## src/rtl/dds_sweep_ctrl.sv

```systemverilog
// Frequency-sweep sequencer: steps the DDS tuning word with a programmable dwell per point.
// Optional feature macro DDS_SWEEP_BIDIR_EN: after the peak point the sweep descends back to f_start.
module dds_sweep_ctrl #(
    parameter int W_TW    = 32,
    parameter int W_N     = 16,
    parameter int W_DWELL = 24
) (
    input  logic               clk,
    input  logic               rst_n,
    input  logic               start,
    input  logic               abort,
    input  logic [W_TW-1:0]    f_start,
    input  logic [W_TW-1:0]    f_step,
    input  logic [W_N-1:0]     n_steps,
    input  logic [W_DWELL-1:0] dwell,
    output logic [W_TW-1:0]    m,
    output logic               set,
    output logic               en,
    output logic               busy,
    output logic               done,
    output logic [W_N-1:0]     step_idx
);

    typedef enum logic [2:0] {
        S_IDLE   = 3'd0,
        S_LOAD   = 3'd1,
        S_STROBE = 3'd2,
        S_DWELL  = 3'd3,
        S_DONE   = 3'd4
    } state_t;

    state_t               state_q;
    logic [W_TW-1:0]      m_q;
    logic [W_TW-1:0]      step_q;
    logic [W_N-1:0]       n_q;
    logic [W_N-1:0]       idx_q;
    logic [W_DWELL-1:0]   dwell_q;
    logic [W_DWELL-1:0]   cnt_q;
    logic                 down_q;
    logic                 set_q;
    logic                 en_q;
    logic                 busy_q;
    logic                 done_q;

    logic [W_DWELL-1:0]   dwell_eff_d;
    logic [W_TW-1:0]      nxt_word_d;
    logic [W_N-1:0]       nxt_idx_d;
    logic                 nxt_down_d;
    logic                 last_d;

    // A zero dwell still holds each point for one cycle.
    always_comb begin
        if (dwell == {W_DWELL{1'b0}}) begin
            dwell_eff_d = {{(W_DWELL-1){1'b0}}, 1'b1};
        end else begin
            dwell_eff_d = dwell;
        end
    end

    // Next point of the sweep, or last_d when the current point is the final one.
    always_comb begin
        nxt_word_d = m_q;
        nxt_idx_d  = idx_q;
        nxt_down_d = down_q;
        last_d     = 1'b1;
        if (!down_q) begin
            if (idx_q != n_q) begin
                nxt_word_d = m_q + step_q;
                nxt_idx_d  = idx_q + {{(W_N-1){1'b0}}, 1'b1};
                last_d     = 1'b0;
            end else begin
`ifdef DDS_SWEEP_BIDIR_EN
                // Turn at the peak without repeating it; a zero-step sweep has no descent.
                if (n_q != {W_N{1'b0}}) begin
                    nxt_word_d = m_q - step_q;
                    nxt_idx_d  = idx_q - {{(W_N-1){1'b0}}, 1'b1};
                    nxt_down_d = 1'b1;
                    last_d     = 1'b0;
                end else begin
                    last_d     = 1'b1;
                end
`else
                last_d = 1'b1;
`endif
            end
        end else begin
            if (idx_q != {W_N{1'b0}}) begin
                nxt_word_d = m_q - step_q;
                nxt_idx_d  = idx_q - {{(W_N-1){1'b0}}, 1'b1};
                last_d     = 1'b0;
            end else begin
                last_d     = 1'b1;
            end
        end
    end

    // Sweep FSM; every output is a register updated on entry to the state that owns it.
    always_ff @(posedge clk or negedge rst_n) begin
        if (!rst_n) begin
            state_q <= S_IDLE;
            m_q     <= {W_TW{1'b0}};
            step_q  <= {W_TW{1'b0}};
            n_q     <= {W_N{1'b0}};
            idx_q   <= {W_N{1'b0}};
            dwell_q <= {W_DWELL{1'b0}};
            cnt_q   <= {W_DWELL{1'b0}};
            down_q  <= 1'b0;
            set_q   <= 1'b0;
            en_q    <= 1'b0;
            busy_q  <= 1'b0;
            done_q  <= 1'b0;
        end else if (abort && (state_q != S_IDLE)) begin
            state_q <= S_IDLE;
            set_q   <= 1'b0;
            en_q    <= 1'b0;
            busy_q  <= 1'b0;
            done_q  <= 1'b0;
        end else begin
            case (state_q)
                S_IDLE: begin
                    done_q <= 1'b0;
                    if (start && !abort) begin
                        m_q     <= f_start;
                        step_q  <= f_step;
                        n_q     <= n_steps;
                        dwell_q <= dwell_eff_d;
                        idx_q   <= {W_N{1'b0}};
                        down_q  <= 1'b0;
                        busy_q  <= 1'b1;
                        state_q <= S_LOAD;
                    end
                end
                S_LOAD: begin
                    set_q   <= 1'b1;
                    en_q    <= 1'b1;
                    state_q <= S_STROBE;
                end
                S_STROBE: begin
                    set_q   <= 1'b0;
                    cnt_q   <= dwell_q - {{(W_DWELL-1){1'b0}}, 1'b1};
                    state_q <= S_DWELL;
                end
                S_DWELL: begin
                    if (cnt_q != {W_DWELL{1'b0}}) begin
                        cnt_q <= cnt_q - {{(W_DWELL-1){1'b0}}, 1'b1};
                    end else if (last_d) begin
                        en_q    <= 1'b0;
                        done_q  <= 1'b1;
                        state_q <= S_DONE;
                    end else begin
                        m_q     <= nxt_word_d;
                        idx_q   <= nxt_idx_d;
                        down_q  <= nxt_down_d;
                        state_q <= S_LOAD;
                    end
                end
                S_DONE: begin
                    done_q  <= 1'b0;
                    busy_q  <= 1'b0;
                    state_q <= S_IDLE;
                end
                default: begin
                    set_q   <= 1'b0;
                    en_q    <= 1'b0;
                    busy_q  <= 1'b0;
                    done_q  <= 1'b0;
                    state_q <= S_IDLE;
                end
            endcase
        end
    end

    assign m        = m_q;
    assign set      = set_q;
    assign en       = en_q;
    assign busy     = busy_q;
    assign done     = done_q;
    assign step_idx = idx_q;

endmodule

```

## config.mk

```make
export PLATFORM = sky130hd
export DESIGN_NAME = dds_sweep_ctrl
export DESIGN_NICKNAME = d
export VERILOG_FILES = /design/src/rtl/dds_sweep_ctrl.sv
export SDC_FILE = /design/constraint.sdc
export NUM_CORES = 1
export LEC_CHECK = 0
export ABC_AREA = 1
export BUFFER_PORTS_ARGS = -buffer_cell sky130_fd_sc_hd__buf_2
export CAP_MARGIN = 20
export CELL_PAD_IN_SITES_DETAIL_PLACEMENT = 0
export CELL_PAD_IN_SITES_GLOBAL_PLACEMENT = 2
export CORE_ASPECT_RATIO = 0.75
export CORE_MARGIN = 4
export CORE_UTILIZATION = 34
export DETAILED_ROUTE_END_ITERATION = 10
export GPL_TIMING_DRIVEN = 0
export PLACE_DENSITY_LB_ADDON = 0.1
export SETUP_SLACK_MARGIN = 0.5
export SLEW_MARGIN = 20
export SYNTH_ARGS = -nofsm -noshare
export SYNTH_HDL_FRONTEND = slang
export SYNTH_SLANG_ARGS = --single-unit
```

## constraint.sdc

```tcl
create_clock -name clk -period 4.38 [get_ports clk]
set_input_delay 0.438 -clock clk [delete_from_list [all_inputs] [get_ports clk]]
set_output_delay 0.438 -clock clk [all_outputs]
set_load 0.01 [all_outputs]
```

# == After elaboration in Yosys (flattened, before gate mapping) ==
# Cells that the tools add are included.
# classes
n_mux,30
reduce_logical,20
n_addsub,4
n_bitwise,1
n_eq_ne,17
# op_table
cell,n
32-bit two-way mux,3
32-bit one-hot mux with 2 select lines,1
16-bit two-way mux,3
24-bit two-way mux,2
24-bit one-hot mux with 2 select lines,1
24-bit by 1-bit subtractor with 24-bit output (second input constant),2
32-bit adder,1
16-bit one-hot mux with 2 select lines,1
24-bit zero test,1
24-bit nonzero test,1
16-bit by 1-bit adder with 16-bit output (second input constant),1
16-bit != test,1
3-bit two-way mux,4
3-bit one-hot mux with 4 select lines,1
3-bit AND reduction,4
1-bit two-way mux,10
2-bit != test (second input constant),5
3-bit != test (second input constant),3
3-bit OR reduction,3
2-bit by 1-bit != test with 1-bit output (second input constant),4
3-bit by 2-bit equality test with 1-bit output (second input constant),2
1-bit one-hot mux with 2 select lines,3
6-bit AND reduction,1
2-bit AND reduction,2
10 further kinds,12
# totals
out_inout_bits,52
input_bits,108
register_bits,151

# == Logic depth before layout (Yosys ltp) ==
# Gate-level depths: netlist of run 1.
# depth
word_depth,5
ltp_mapped,15

# == Worst setup path after synthesis of run 1 ==
# No wires, ideal clock.
# synth_timing
path_type,register to register
start,register m_q[0] (netlist: m[0])
end,register m_q[12] (netlist: m[12])
t_required_ns,4.264
arrival_time_ns,1.923
setup_ns,0.116
path_stages_with_launch,12
period_less_slack_ns,2.039
path_slack_ns,2.341
path_buffers,0
cell_sequence,dfrtp_1 > ha_1 > fa_1 > nand3_1 > nand3_1 > nand3_1 > nand3_1 > or2_2 > nand3_1 > nand2_1 > nand2_1 > nand2_1
# synth_via
elab_chain_cells,4
# synth_lines
item,line,source
from (decl),33,logic [W_TW-1:0] m_q;
from (signal assigned),101,m_q <= {W_TW{1'b0}};
from (signal assigned),123,m_q <= f_start;
from (signal assigned),151,m_q <= nxt_word_d;
32-bit adder,68,nxt_word_d = m_q + step_q;
32-bit two-way mux,146,end else if (last_d) begin
32-bit two-way mux,144,if (cnt_q != {W_DWELL{1'b0}}) begin
32-bit one-hot mux with 2 select lines,119,case (state_q)
# No other way between the ends. The select of a mux whose other input is x is not followed.
# A chain may end at the register's enable or synchronous reset.

# == Worst setup path after layout of run 1 ==
# layout_timing
start,register state_q[2]
end,register cnt_q[12]
# layout_via
elab_chain_cells,4
# layout_lines
item,line,source
from (decl),32,state_t state_q;
from (signal assigned),100,state_q <= S_IDLE;
from (signal assigned),113,state_q <= S_IDLE;
from (signal assigned),130,state_q <= S_LOAD;
"parallel branches: the longest is 4 deep, another holds 3-bit by 2-bit equality test with 1-bit output",n/a,
to (signal assigned),106,cnt_q <= {W_DWELL{1'b0}};
to (signal assigned),140,"cnt_q <= dwell_q - {{(W_DWELL-1){1'b0}}, 1'b1};"
to (signal assigned),145,"cnt_q <= cnt_q - {{(W_DWELL-1){1'b0}}, 1'b1};"
to (decl),38,logic [W_DWELL-1:0] cnt_q;
# Several ways; the timed one is not identified.

==> results.txt, run 1 <==
----------------------------------------------------
[Drt]
  Drt first-iter violations ... approximately 900
  Total wirelength of the detailed-routed design ... around 38 mm
  Routed vias/inst ... roughly 4.8
  Iteration count of the initial detailed-routing pass ... 5
  Wire per inst ... 17.0 µm
  Post-route DRC violation count ... 0
  Via count of the routed design ... about 11000
  ANT nets after route ... 0

[Synth]
  Area contributors post-synth ... dfrtp_1 (36%), nand2_1 (27%), inv_1 (6.8%), nor2_1 (5.4%), nand3_1 (4.3%)
  Fraction of synthesized cell area taken by the top area cell type ... approximately 36%
  Leading register cell type out of synthesis ... dfrtp_1
  Library cell with the highest instance count after synthesis ... nand2_1
  Async set or reset register ratio after synthesis ... 100%
  Number of synthesized register bits ... roughly 150
  Yosys warnings ... 0
  Number of synthesized flops with an enable pin ... 0
  Leading area contributor after synthesis ... dfrtp_1
  Leading cell types by count after synthesis ... nand2_1 (763), inv_1 (192), nor2_1 (153)
  Post-Syn Nets ... between 1500 and 2000
  Avg Inst Size Synth ... roughly 6.4 µm²
  Sequential element share of the synthesized area ... between 30 and 40%
  Synthesized cell area ... ~0.011 mm²
  Instance count of the mapped netlist ... approximately 1700
  Number of distinct library cells after synthesis ... 41

[Finish]
  Number of antenna cells inserted ... 0
  Combined area of the multi-input logic cells ... 0.00573 mm²
  Number of inserted filler cells in the final layout ... around 3400
  # nets final ... 1982
  Area growth from synthesis to layout ... 18.4%
  Fraction of final layout cells sized beyond drive strength 1 ... between 10% and 20%
  Area of all placed cells without fillers ... roughly 0.013 mm²
  Flip-flop and latch area ... 0.00378 mm²

[Clock tree]
  Clock buffer depth ... 2
  Clock latency of the later-clocked register in the worst-skew pair ... around 0.45 ns
  CTS Buf Count ... 17
  CTS tree ... yes
  Clock transition at the registers of the reported paths ... 0.06 ns
  Clock sink count ... 151
  H-tree levels ... 4
  Root cell of the clock tree ... clkbuf_16
  Count of buffers added by post-CTS timing repair for setup ... 0

[Global route]
  Antenna violations before repair ... 1
  Global route total overflow ... 0
  Global-route wire length before repair ... between 50 and 60 mm
  Pin count of the biggest net entering global routing ... 87
  Total global routing track utilization ... 22.6%
  Via count of the first global-routing pass ... 10300

[STA]
  Pin slew with the least headroom to its limit ... 1.19 ns
  Worst-case setup margin in the final layout ... roughly 1.7 ns
  Final min period ... around 2.7 ns
  RSZ-0062 raised after global routing ... no
  Highest attainable clock frequency ... around 370 MHz
  Headroom to the max-slew limit ... around a fifth
  Fraction of the cycle the final worst path needs ... approximately 62%
  Total negative slack for setup checks ... 0 ns
  Worst setup skew after layout ... around 0.014 ns
  Number of endpoints failing setup at the final stage ... 0
  Count of endpoints failing hold in the final timing report ... 0
  Count of final max-slew check failures ... 0

[Floorplanning]
  Core Area ... 0.0304 mm²
  Die Span X ... about 210 µm
  Site row count ... 55
  Die Height ... approximately 160 µm
  Starting utilization of the core area ... between 30% and 40%
  Number of top-level pins ... 160
  Die Outline Area ... approximately 0.034 mm²

[Setup path]
  Setup slack on the worst flop-to-flop path ... 1.65 ns
  Cell class contributing the biggest share of worst-path delay ... simple AND/OR/NAND/NOR gates
  Slowest CP cell ... dfrtp_1
  Maximum fanout along the worst path ... 10
  Start-to-end type of the worst setup path ... flop to flop
  Element type at the critical path end ... flop
  Worst setup SP type ... flop
  Number of buffer and inverter instances along the worst setup path ... 2
  Signal arrival time at the worst endpoint ... 3.03 ns
  Data required time at the worst endpoint ... between 4 and 5 ns
  Cell chain of the critical path ... inv_4, nand3_4, buf_12, o21ai_1, ha_1, nand2_1, nor2_1, nand3_1, nor2_2, nand2_1, nand3_1, o21ai_1
  Delay contributed by the slowest stage of the critical path ... around 0.47 ns

[Placed design]
  Count of buffers inserted at the top-level ports ... around 160
  Half-perimeter wire length after placement ... between 30 and 40 mm
  Placer congestion estimate ... 0.929
  Pre-CTS setup slack ... approximately 1.7 ns
  Placed Instance Area ... around 0.012 mm²

[Power and ir drop]
  Power per Cell Area ... 790 mW/mm²
  Total Power ... 9.91 mW
  Peak supply drop ... between 0.3 and 0.4 mV
  Reported leakage power ... 6.94 nW

[Flow run]
  Number of max-cap violations ... 0

[Outcome]
  Result of the run ... complete, no violations

[Worst hold path]
  Min-delay worst type ... input pin to flop

----------------------------------------------------
==> layout make-up <==
| cell class | instances | area share, % |
|---|---|---|
| Multi-Input combinational cell | 1261 | 45.7 |
| Inverter | 198 | 5.95 |
| Tap cell | 399 | 3.98 |
| Sequential cell | 151 | 30.1 |
| Buffer | 50 | 2.68 |
| Timing Repair Buffer | 161 | 6.72 |
| Clock buffer | 18 | 3.42 |
| Clock inverter | 12 | 1.42 |
==> worst register-to-register path, stage by stage, from the launching register on <==
cell	delay, ns
dfrtp_1	0.47
inv_4	0.16
nand3_4	0.09
buf_12	0.16
o21ai_1	0.24
ha_1	0.46
nand2_1	0.13
nor2_1	0.18
nand3_1	0.21
nor2_2	0.25
nand2_1	0.08
nand3_1	0.08
o21ai_1	0.07
==> placed cells by master, fill, tap and decap left out, drive strengths merged, types with 2 or more instances in the layout <==
master,count
nand2,779
inv,200
buf,198
nor2,165
dfrtp,151
nand3,95
o21ai,73
ha,33
xnor2,30
clkbuf,30
nand4,22
a21oi,21
nor3,10
xor2,10
clkinv,5
nor4,4
bufinv,4
or2,3
and2,3
nand3b,2
o21bai,2
==> sequential cells by signal, indices dropped and copies added (netlist names) <==
register,cells
m,32
step_q,32
cnt_q,24
dwell_q,24
n_q,16
step_idx,16
state_q,3
busy,1
done,1
en,1
set,1
==> kinds of logic after synthesis <==
kind of cell,after synthesis,share of synthesized area (%)
buf+inv,248,10.2
xor+xnor,40,3.31
flops,151,35.7
compound gates,101,4.98
simple gates,1086,41.7
fa+ha+maj,34,4.09
==> per-layer routing <==
layer | global-route usage (%) | up-vias | part of all wire [%]
met5 | 0 | - | 0
met4 | 3.95 | 0 | 0.89
met3 | 5.12 | 20 | 5.7
met2 | 28.8 | 239 | 37
met1 | 38.0 | 4975 | 56
li1 | - | 5456 | -
==> final timing paths <==
check                            from    endpoint  cells past startpoint
max in group asynchronous       rst_n       m[19]                      3
min in group asynchronous       rst_n       m[18]                      2
setup / recovery           state_q[2]   cnt_q[12]                     12
hold / removal              f_step[2]   step_q[2]                      3
setup reg to reg           state_q[2]   cnt_q[12]                     12
hold reg to reg            step_q[18]  step_q[18]                      2
==> per-stage QoR <==
| step | hold slack [ns] | utilization (%) | std cells |
|---|---|---|---|
| after floorplan | 0.142 | - | 1660 |
| after global placement | 0.464 | 39.1 | 2218 |
| after detailed placement | 0.433 | 39.2 | 2219 |
| after CTS | 0.164 | 41.2 | 2250 |
| after global routing | 0.179 | 41.2 | 2250 |
| final | 0.184 | 41.2 | 2250 |
==> repair_timing <==
item | in CTS | in global routing
hold buffers | 1 | 0
resized for setup | 0 | 0
hold endpoints to repair | 65 | 0
==> power by group <==
part	internal, mW	switching [mW]	total, mW
clock	0.949	0.651	1.60
combinational	1.91	3.96	5.87
sequential	2.01	0.431	2.44
Note: power is estimated with default switching activity, not from simulation.
==> inputs of run 2 (changes only) <==
--- a/config.mk
+++ b/config.mk
@@ -12,7 +12,7 @@
 export CELL_PAD_IN_SITES_GLOBAL_PLACEMENT = 2
 export CORE_ASPECT_RATIO = 0.75
 export CORE_MARGIN = 4
-export CORE_UTILIZATION = 34
+export CORE_UTILIZATION = 28
 export DETAILED_ROUTE_END_ITERATION = 10
 export GPL_TIMING_DRIVEN = 0
 export PLACE_DENSITY_LB_ADDON = 0.1
==> constraint.sdc (replaced) <==
create_clock -name clk -period 2.5 [get_ports clk]
set_input_delay 0.25 -clock clk [delete_from_list [all_inputs] [get_ports clk]]
set_output_delay 0.25 -clock clk [all_outputs]
set_load 0.01 [all_outputs]
==> results.txt, run 2 (synthesis results as in run 1) <==
----------------------------------------------------
[Power and ir drop]
  Reported leakage power ... 7.82 nW (was 6.94 nW)
  Peak supply drop ... 0.532 mV (was 0.321 mV)
  Power per Cell Area ... 1400 mW/mm² (was 790 mW/mm²)
  Total Power ... 21.5 mW (was 9.91 mW)

[Flow run]
  Number of max-cap violations ... 0 (unchanged)

[Global route]
  Via count of the first global-routing pass ... 10900 (was 10300)
  Pin count of the biggest net entering global routing ... 88 (was 87)
  Global route total overflow ... 0 (unchanged)
  Global-route wire length before repair ... 64.5 mm (was 59.3 mm)
  Antenna violations before repair ... 0 (was 1)
  Total global routing track utilization ... 20.7% (was 22.6%)

[STA]
  Headroom to the max-slew limit ... 44.4% (was 20.1%)
  Number of endpoints failing setup at the final stage ... 0 (unchanged)
  Count of final max-slew check failures ... 0 (unchanged)
  Count of endpoints failing hold in the final timing report ... 0 (unchanged)
  Highest attainable clock frequency ... 477 MHz (was 367 MHz)
  Worst setup skew after layout ... 0.0120 ns (was 0.0140 ns)
  Hold_ws ... 0.0242 ns (was 0.184 ns)
  Pin slew with the least headroom to its limit ... 0.826 ns (was 1.19 ns)
  RSZ-0062 raised after global routing ... yes (was no)
  Worst-case setup margin in the final layout ... 0.404 ns (was 1.65 ns)
  Final min period ... 2.10 ns (was 2.73 ns)
  Fraction of the cycle the final worst path needs ... 83.9% (was 62.2%)

[Setup path]
  Data required time at the worst endpoint ... 2.84 ns (was 4.68 ns)
  Start-to-end type of the worst setup path ... flop to flop (unchanged)
  Element type at the critical path end ... flop (unchanged)
  Slowest CP cell ... dfrtp_2 (was dfrtp_1)
  Delay contributed by the slowest stage of the critical path ... 0.46 ns (was 0.47 ns)
  Maximum fanout along the worst path ... 7 (was 10)
  Worst setup SP type ... flop (unchanged)
  Cell chain of the critical path ... buf_6, nor2_4, buf_12, buf_12, buf_8, nand2_4, nand2_4, nand2_4, buf_4, nor3_4, nand3_2, nand3_2, nand2_1 (was inv_4, nand3_4, buf_12, o21ai_1, ha_1, nand2_1, nor2_1, nand3_1, nor2_2, nand2_1, nand3_1, o21ai_1)
  Signal arrival time at the worst endpoint ... 2.43 ns (was 3.03 ns)
  Top cell by count, worst path ... nand2_4

[Clock tree]
  CTS Buf Count ... 17 (unchanged)
  CTS tree ... yes (unchanged)
  Root cell of the clock tree ... clkbuf_16 (unchanged)
  Clock transition at the registers of the reported paths ... 0.07 ns (was 0.06 ns)
  Clock buffer depth ... 2 (unchanged)
  H-tree levels ... 4 (unchanged)
  Clock latency of the later-clocked register in the worst-skew pair ... 0.45 ns (about the same)
  Clock sink count ... 151 (unchanged)

[Outcome]
  Result of the run ... complete, no violations (unchanged)

[Finish]
  Most frequent standard cell in the layout excluding fill and tap cells ... nand2_1 (unchanged)
  Area growth from synthesis to layout ... 44.6% (was 18.4%)
  Number of antenna cells inserted ... 0 (unchanged)
  Most used cells in the layout excluding fill and tap cells ... nand2_1 (664), inv_1 (185), buf_2 (162) (was nand2_1 (763), inv_1 (192), buf_2 (179))
  # nets final ... 2083 (was 1982)
  Core Util, Final ... 41.2% (about the same)
  Fraction of final layout cells sized beyond drive strength 1 ... 30.3% (was 14.5%)

[Drt]
  Routed vias/inst ... 4.56 (was 4.75)
  Post-route DRC violation count ... 0 (unchanged)
  Via count of the routed design ... 11200 (was 10700)
  ANT nets after route ... 0 (unchanged)
  Drt first-iter violations ... 837 (was 887)
  Total wirelength of the detailed-routed design ... 42.7 mm (was 38.1 mm)
  Iteration count of the initial detailed-routing pass ... 5 (unchanged)
  Wire per inst ... 17.4 µm (was 17.0 µm)

[Floorplanning]
  Die Span X ... 233 µm (was 212 µm)
  Starting utilization of the core area ... 28.5% (was 34.8%)
  Number of top-level pins ... 160 (unchanged)
  Die Height ... 176 µm (was 161 µm)
  Core Area ... 0.0372 mm² (was 0.0304 mm²)
  Site row count ... 61 (was 55)
  Die Outline Area ... 0.0410 mm² (was 0.0341 mm²)

[Placed design]
  Count of buffers inserted at the top-level ports ... 159 (unchanged)
  Half-perimeter wire length after placement ... 32.4 mm (was 30.3 mm)
  Placer congestion estimate ... 0.897 (was 0.929)
  Pre-CTS setup slack ... -0.140 ns (was 1.74 ns)

[Worst hold path]
  Min-delay worst type ... input pin to flop (unchanged)

----------------------------------------------------
==> run 2: layer usage <==
metal | share of wire [%] | vias to the layer above | wire length, µm | track usage, %
met4 | 1.2 | 0 | 514 | 3.88
li1 | - | 5678 | - | -
met3 | 5.2 | 30 | 2210 | 3.31
met1 | 54 | 5254 | 23100 | 33.5
met2 | 40 | 239 | 16900 | 28.6
met5 | 0 | - | 0 | 0
==> run 2: power breakdown <==
group	internal, mW	switching [mW]	total (mW)
registers	3.53	0.954	4.48
clock network	1.63	1.15	2.78
logic	5.57	8.66	14.2
==> run 2: final timing paths <==
check / startpoint / end / slack [ns] / cells after the start
min reg2reg: done / done / 0.47 / 2
min in group asynchronous: rst_n / step_q[18] / 0.34 / 2
max in group asynchronous: rst_n / n_q[1] / 1.29 / 3
max reg2reg: state_q[2] / cnt_q[20] / 0.40 / 13
min: f_step[9] / step_q[9] / 0.02 / 3
max: state_q[2] / cnt_q[20] / 0.40 / 13
==> run 2: area by class of cell <==
class	instances	area (µm²)
timing repair buffer	262	1840
buffer	50	577
tap	504	631
inverter	198	759
sequential	151	3790
fill	4006	21800
clock inverter	10	145
multi-input combinational	1261	7110
clock buffer	22	464
==> run 2: repair_timing <==
action                                  in CTS  in global routing
buffers inserted                            34                 27
cloned                                       3                  2
hold buffers                                36                  0
endpoints found under the setup margin     147                134
pin swaps                                   54                 88
hold endpoints to repair                    99                  0
resized for setup                          206                248
==> run 2: metrics by stage <==
stage | instances | area (µm²) | TNS [ns]
2_1_floorplan | 1660 | 10600 | 0
3_3_place_gp | 2323 | 12000 | -222.76
3_5_place_dp | 2324 | 12100 | -0.907
4_1_cts | 2429 | 14100 | 0
5_1_grt | 2458 | 15300 | 0
6_report | 2458 | 15300 | 0
==> run 2: critical path: cells and delay by family (launching register included) <==
family / cells / cell delay [ns]
buffers and inverters: 5 / 0.68
DFF: 1 / 0.46
and+or+nand+nor: 8 / 0.83
==> inputs of run 3 (changes only) <==
--- a/config.mk
+++ b/config.mk
@@ -5,14 +5,14 @@
 export SDC_FILE = /design/constraint.sdc
 export NUM_CORES = 1
 export LEC_CHECK = 0
-export ABC_AREA = 1
+export ABC_AREA = 0
 export BUFFER_PORTS_ARGS = -buffer_cell sky130_fd_sc_hd__buf_2
 export CAP_MARGIN = 20
 export CELL_PAD_IN_SITES_DETAIL_PLACEMENT = 0
 export CELL_PAD_IN_SITES_GLOBAL_PLACEMENT = 2
 export CORE_ASPECT_RATIO = 0.75
 export CORE_MARGIN = 4
-export CORE_UTILIZATION = 28
+export CORE_UTILIZATION = 35
 export DETAILED_ROUTE_END_ITERATION = 10
 export GPL_TIMING_DRIVEN = 0
 export PLACE_DENSITY_LB_ADDON = 0.1
==> constraint.sdc (replaced) <==
create_clock -name clk -period 1.94 [get_ports clk]
set_input_delay 0.194 -clock clk [delete_from_list [all_inputs] [get_ports clk]]
set_output_delay 0.194 -clock clk [all_outputs]
set_load 0.01 [all_outputs]
==> results.txt, run 3 <==
----------------------------------------------------
[Synth]
  Number of synthesized flops with an enable pin ... 0 (unchanged)
  Synthesized cell area ... 0.00904 mm² (was 0.0106 mm²)
  Leading area contributor after synthesis ... dfrtp_1 (unchanged)
  Area share of and/or/nand/nor cells after synthesis ... 16.8% (was 41.7%)
  Post-Syn Nets ... 1105 (was 1802)
  Instance count of the mapped netlist ... 963 (was 1660)
  Sequential element share of the synthesized area ... 41.8% (was 35.7%)
  Number of synthesized register bits ... 151 (unchanged)
  Library cell with the highest instance count after synthesis ... dfrtp_1 (was nand2_1)
  Yosys warnings ... 0 (unchanged)
  Number of distinct library cells after synthesis ... 65 (was 41)
  Avg Inst Size Synth ... 9.39 µm² (was 6.38 µm²)
  Area contributors post-synth ... dfrtp_1 (42%), mux2_2 (9.3%), ha_1 (4.6%), nand2_1 (4.2%), a21oi_1 (4.2%) (was dfrtp_1 (36%), nand2_1 (27%), inv_1 (6.8%), nor2_1 (5.4%), nand3_1 (4.3%))
  Leading register cell type out of synthesis ... dfrtp_1 (unchanged)
  Area fraction in compound gates after synthesis ... 17.0% (was 4.98%)
  Leading cell types by count after synthesis ... dfrtp_1 (151), nand2_1 (101), a21oi_1 (75), mux2_2 (75), o21ai_0 (74) (was nand2_1 (763), inv_1 (192), nor2_1 (153))
  Async set or reset register ratio after synthesis ... 100% (unchanged)
  Fraction of synthesized cell area taken by the top area cell type ... 41.8% (was 35.7%)
  Post-Synth Adder-Cell Area ... 4.79% (was 4.09%)
  Largest family of logic cells by synthesized area ... compound AO/OA/AOI/OAI gates (was simple AND/OR/NAND/NOR gates)
  Xor/xnor cell area share of the yosys netlist ... 5.52% (was 3.31%)
  Proportion of synthesized area in mux cells ... 11.1% (was 0%)

[Clock tree]
  H-tree levels ... 4 (unchanged)
  Clock transition at the registers of the reported paths ... 0.07 ns (about the same)
  Clock latency of the later-clocked register in the worst-skew pair ... 0.44 ns (was 0.45 ns)
  CTS tree ... yes (unchanged)
  Clock sink count ... 151 (unchanged)
  CTS Buf Count ... 17 (unchanged)
  Clock buffer depth ... 2 (unchanged)
  Root cell of the clock tree ... clkbuf_16 (unchanged)

[Setup path]
  Signal arrival time at the worst endpoint ... 3.27 ns (was 2.43 ns)
  Cell class contributing the biggest share of worst-path delay ... simple AND/OR/NAND/NOR gates (unchanged)
  Worst setup SP type ... flop (unchanged)
  Reg-to-reg critical path endpoint ... cnt_q[20] (unchanged)
  Setup slack on the worst flop-to-flop path ... -1.01 ns (was 0.40 ns)
  Slowest CP cell ... dfrtp_2 (unchanged)
  Start-to-end type of the worst setup path ... flop to flop (unchanged)
  Cell chain of the critical path ... and3b_1, buf_6, clkbuf_16, buf_12, clkbuf_16, mux2i_4, ha_2, nand4_1, or2_4, buf_8, nor3b_2, xnor2_1, nand2_1, a21oi_2, a21oi_2 (was buf_6, nor2_4, buf_12, buf_12, buf_8, nand2_4, nand2_4, nand2_4, buf_4, nor3_4, nand3_2, nand3_2, nand2_1)
  R2R cell count ... 15 (was 13)
  Delay contributed by the slowest stage of the critical path ... 0.42 ns (was 0.46 ns)
  Startpoint of the worst register-to-register path ... state_q[2] (unchanged)
  Data required time at the worst endpoint ... 2.26 ns (was 2.84 ns)
  Number of buffer and inverter instances along the worst setup path ... 5 (unchanged)
  Maximum fanout along the worst path ... 10 (was 7)
  Element type at the critical path end ... flop (unchanged)

[Drt]
  Drt first-iter violations ... 472 (was 837)
  Post-route DRC violation count ... 0 (unchanged)
  Iteration count of the initial detailed-routing pass ... 5 (unchanged)
  ANT nets after route ... 0 (unchanged)
  Routed vias/inst ... 5.37 (was 4.56)
  Via count of the routed design ... 8981 (was 11200)
  Total wirelength of the detailed-routed design ... 35.0 mm (was 42.7 mm)
  Wire per inst ... 21.0 µm (was 17.4 µm)

[Worst hold path]
  Number of instances on the worst hold path ... 3 (unchanged)
  Min-delay worst type ... input pin to flop (unchanged)
  Source of the worst hold timing path ... f_start[1] (was f_step[9])
  End point of the worst hold path ... m[1] (was step_q[9])

[Floorplanning]
  Starting utilization of the core area ... 35.9% (was 28.5%)
  Core Area ... 0.0252 mm² (was 0.0372 mm²)
  Die Outline Area ... 0.0285 mm² (was 0.0410 mm²)
  Die Height ... 147 µm (was 176 µm)
  Site row count ... 50 (was 61)
  Number of top-level pins ... 160 (unchanged)
  Die Span X ... 194 µm (was 233 µm)

[STA]
  Number of endpoints failing setup at the final stage ... 148 (was 0)
  Pin slew with the least headroom to its limit ... 0.762 ns (was 0.826 ns)
  Worst setup skew after layout ... 0.0140 ns (was 0.0120 ns)
  Count of endpoints failing hold in the final timing report ... 0 (unchanged)
  Headroom to the max-slew limit ... 49.2% (was 44.4%)
  Worst-case setup margin in the final layout ... -1.01 ns (was 0.404 ns)
  Fraction of the cycle the final worst path needs ... 152% (was 83.9%)
  RSZ-0062 raised after global routing ... yes (unchanged)
  Final min period ... 2.95 ns (was 2.10 ns)
  Highest attainable clock frequency ... 339 MHz (was 477 MHz)
  Count of final max-slew check failures ... 0 (unchanged)

[Finish]
  Most used cells in the layout excluding fill and tap cells ... buf_2 (162), dfrtp_1 (149), mux2_4 (71), nand2_1 (71), dlygate4sd3_1 (66) (was nand2_1 (664), inv_1 (185), buf_2 (162))
  Number of inserted filler cells in the final layout ... 2236 (was 4006)
  Area growth from synthesis to layout ... 61.3% (was 44.6%)
  Fraction of final layout cells sized beyond drive strength 1 ... 43.8% (was 30.3%)
  Number of antenna cells inserted ... 0 (unchanged)
  # nets final ... 1462 (was 2083)
  Layout Cells excl Fill ... 1671 (was 2458)
  Most frequent standard cell in the layout excluding fill and tap cells ... buf_2 (was nand2_1)

[Power and ir drop]
  Power per Cell Area ... 1030 mW/mm² (was 1400 mW/mm²)
  Total Power ... 15.1 mW (was 21.5 mW)
  Reported leakage power ... 6.44 nW (was 7.82 nW)
  Peak supply drop ... 0.672 mV (was 0.532 mV)

[Placed design]
  Pre-CTS setup slack ... -1.71 ns (was -0.140 ns)
  Half-perimeter wire length after placement ... 22.6 mm (was 32.4 mm)
  Count of buffers inserted at the top-level ports ... 159 (unchanged)
  Placer congestion estimate ... 0.848 (was 0.897)
  Placed Cells ... 1462 (was 2324)

[Global route]
  Global route total overflow ... 0 (unchanged)
  Global-route wire length before repair ... 51.6 mm (was 64.5 mm)
  Via count of the first global-routing pass ... 9004 (was 10900)
  Met3 usage in global routing ... 4.65% (was 3.31%)
  M2 GR Usage ... 33.6% (was 28.6%)
  Global routing's busiest layer ... met1 (unchanged)
  Pin count of the biggest net entering global routing ... 54 (was 88)
  M1 GR Usage ... 35.5% (was 33.5%)
  Total global routing track utilization ... 23.1% (was 20.7%)
  Antenna violations before repair ... 2 (was 0)

[Outcome]
  Violated checks ... setup timing
  Result of the run ... finished, violations left (was complete, no violations)

[Flow run]
  Number of max-cap violations ... 0 (unchanged)

----------------------------------------------------
==> run 3: final cells by class <==
class,count,area (µm²),share of cell area (%)
Buffer,50,727,4.99
Clock buffer,20,447,3.06
Clock inverter,12,143,0.978
Inverter,16,60.1,0.412
Multi-Input combinational cell,746,6220,42.7
Sequential cell,151,3780,25.9
Tap cell,338,423,2.90
Timing Repair Buffer,338,2780,19.0
==> run 3: worst max path at each step <==
stage / to / slack [ns] / start / cells past startpoint
4_1_cts: cnt_q[20] / -0.99 / state_q[2] / 16
3_3_place_gp: m[1] / -2.15 / rst_n / 1
3_5_place_dp: cnt_q[18] / -1.71 / state_q[2] / 14
2_1_floorplan: cnt_q[20] / -0.92 / state_q[2] / 16
6_report: cnt_q[20] / -1.01 / state_q[2] / 15
5_1_grt: cnt_q[20] / -1.08 / state_q[2] / 16
==> run 3: metal layers <==
metal  up-vias  wire [µm]
met1      4489      18000
met5         -         21
met3        37       1730
li1       4228          -
met2       223      14800
met4         4        499
==> run 3: report_power, final <==
group / internal, mW / switching [mW] / total (mW)
registers: 3.91 / 0.969 / 4.88
logic: 3.50 / 3.28 / 6.77
clock network: 1.95 / 1.47 / 3.42
total: 9.36 / 5.72 / 15.1
==> run 3: kinds of logic (layout without fill, tap and decap cells) <==
group                    after synthesis  in the layout
AND/OR/NAND/NOR                      311            311
AO/OA/AOI/OAI                        253            253
flip-flops                           151            151
multiplexers                          91             91
buffers and inverters                 66            436
XOR/XNOR                              57             57
adder cells (fa/ha/maj)               34             34
==> run 3: worst reg2reg max path, delay by kind of cell (launching register included) <==
kind / cells / cell delay, ns
buf+inv: 5 / 0.67
mux: 1 / 0.25
flops: 1 / 0.42
xor+xnor: 1 / 0.14
simple gates: 5 / 0.95
compound gates: 2 / 0.18
fa+ha+maj: 1 / 0.21
==> run 3: timing repair <==
item | 4_1_cts | 5_1_grt
setup endpoints to repair | 149 | 149
gates resized for setup | 224 | 187
hold buffers | 66 | 0
hold endpoints to repair | 117 | 0
cloned | 9 | 8
pin swaps | 56 | 61
setup buffers | 59 | 35
==> run 3: stage by stage <==
| stage | setup TNS, ns | hold slack, ns | utilization, % | cell area, µm² |
|---|---|---|---|---|
| after floorplan | -37.51 | -0.102 | - | 9320 |
| after global placement | -433.56 | 0.426 | 41.8 | 10500 |
| after detailed placement | -125.44 | 0.134 | 42.1 | 10600 |
| after CTS | -53.31 | 0.000321 | 53.1 | 13400 |
| after global routing | -75.05 | 0.00747 | 57.8 | 14600 |
| final | -64.33 | 0.0118 | 57.8 | 14600 |
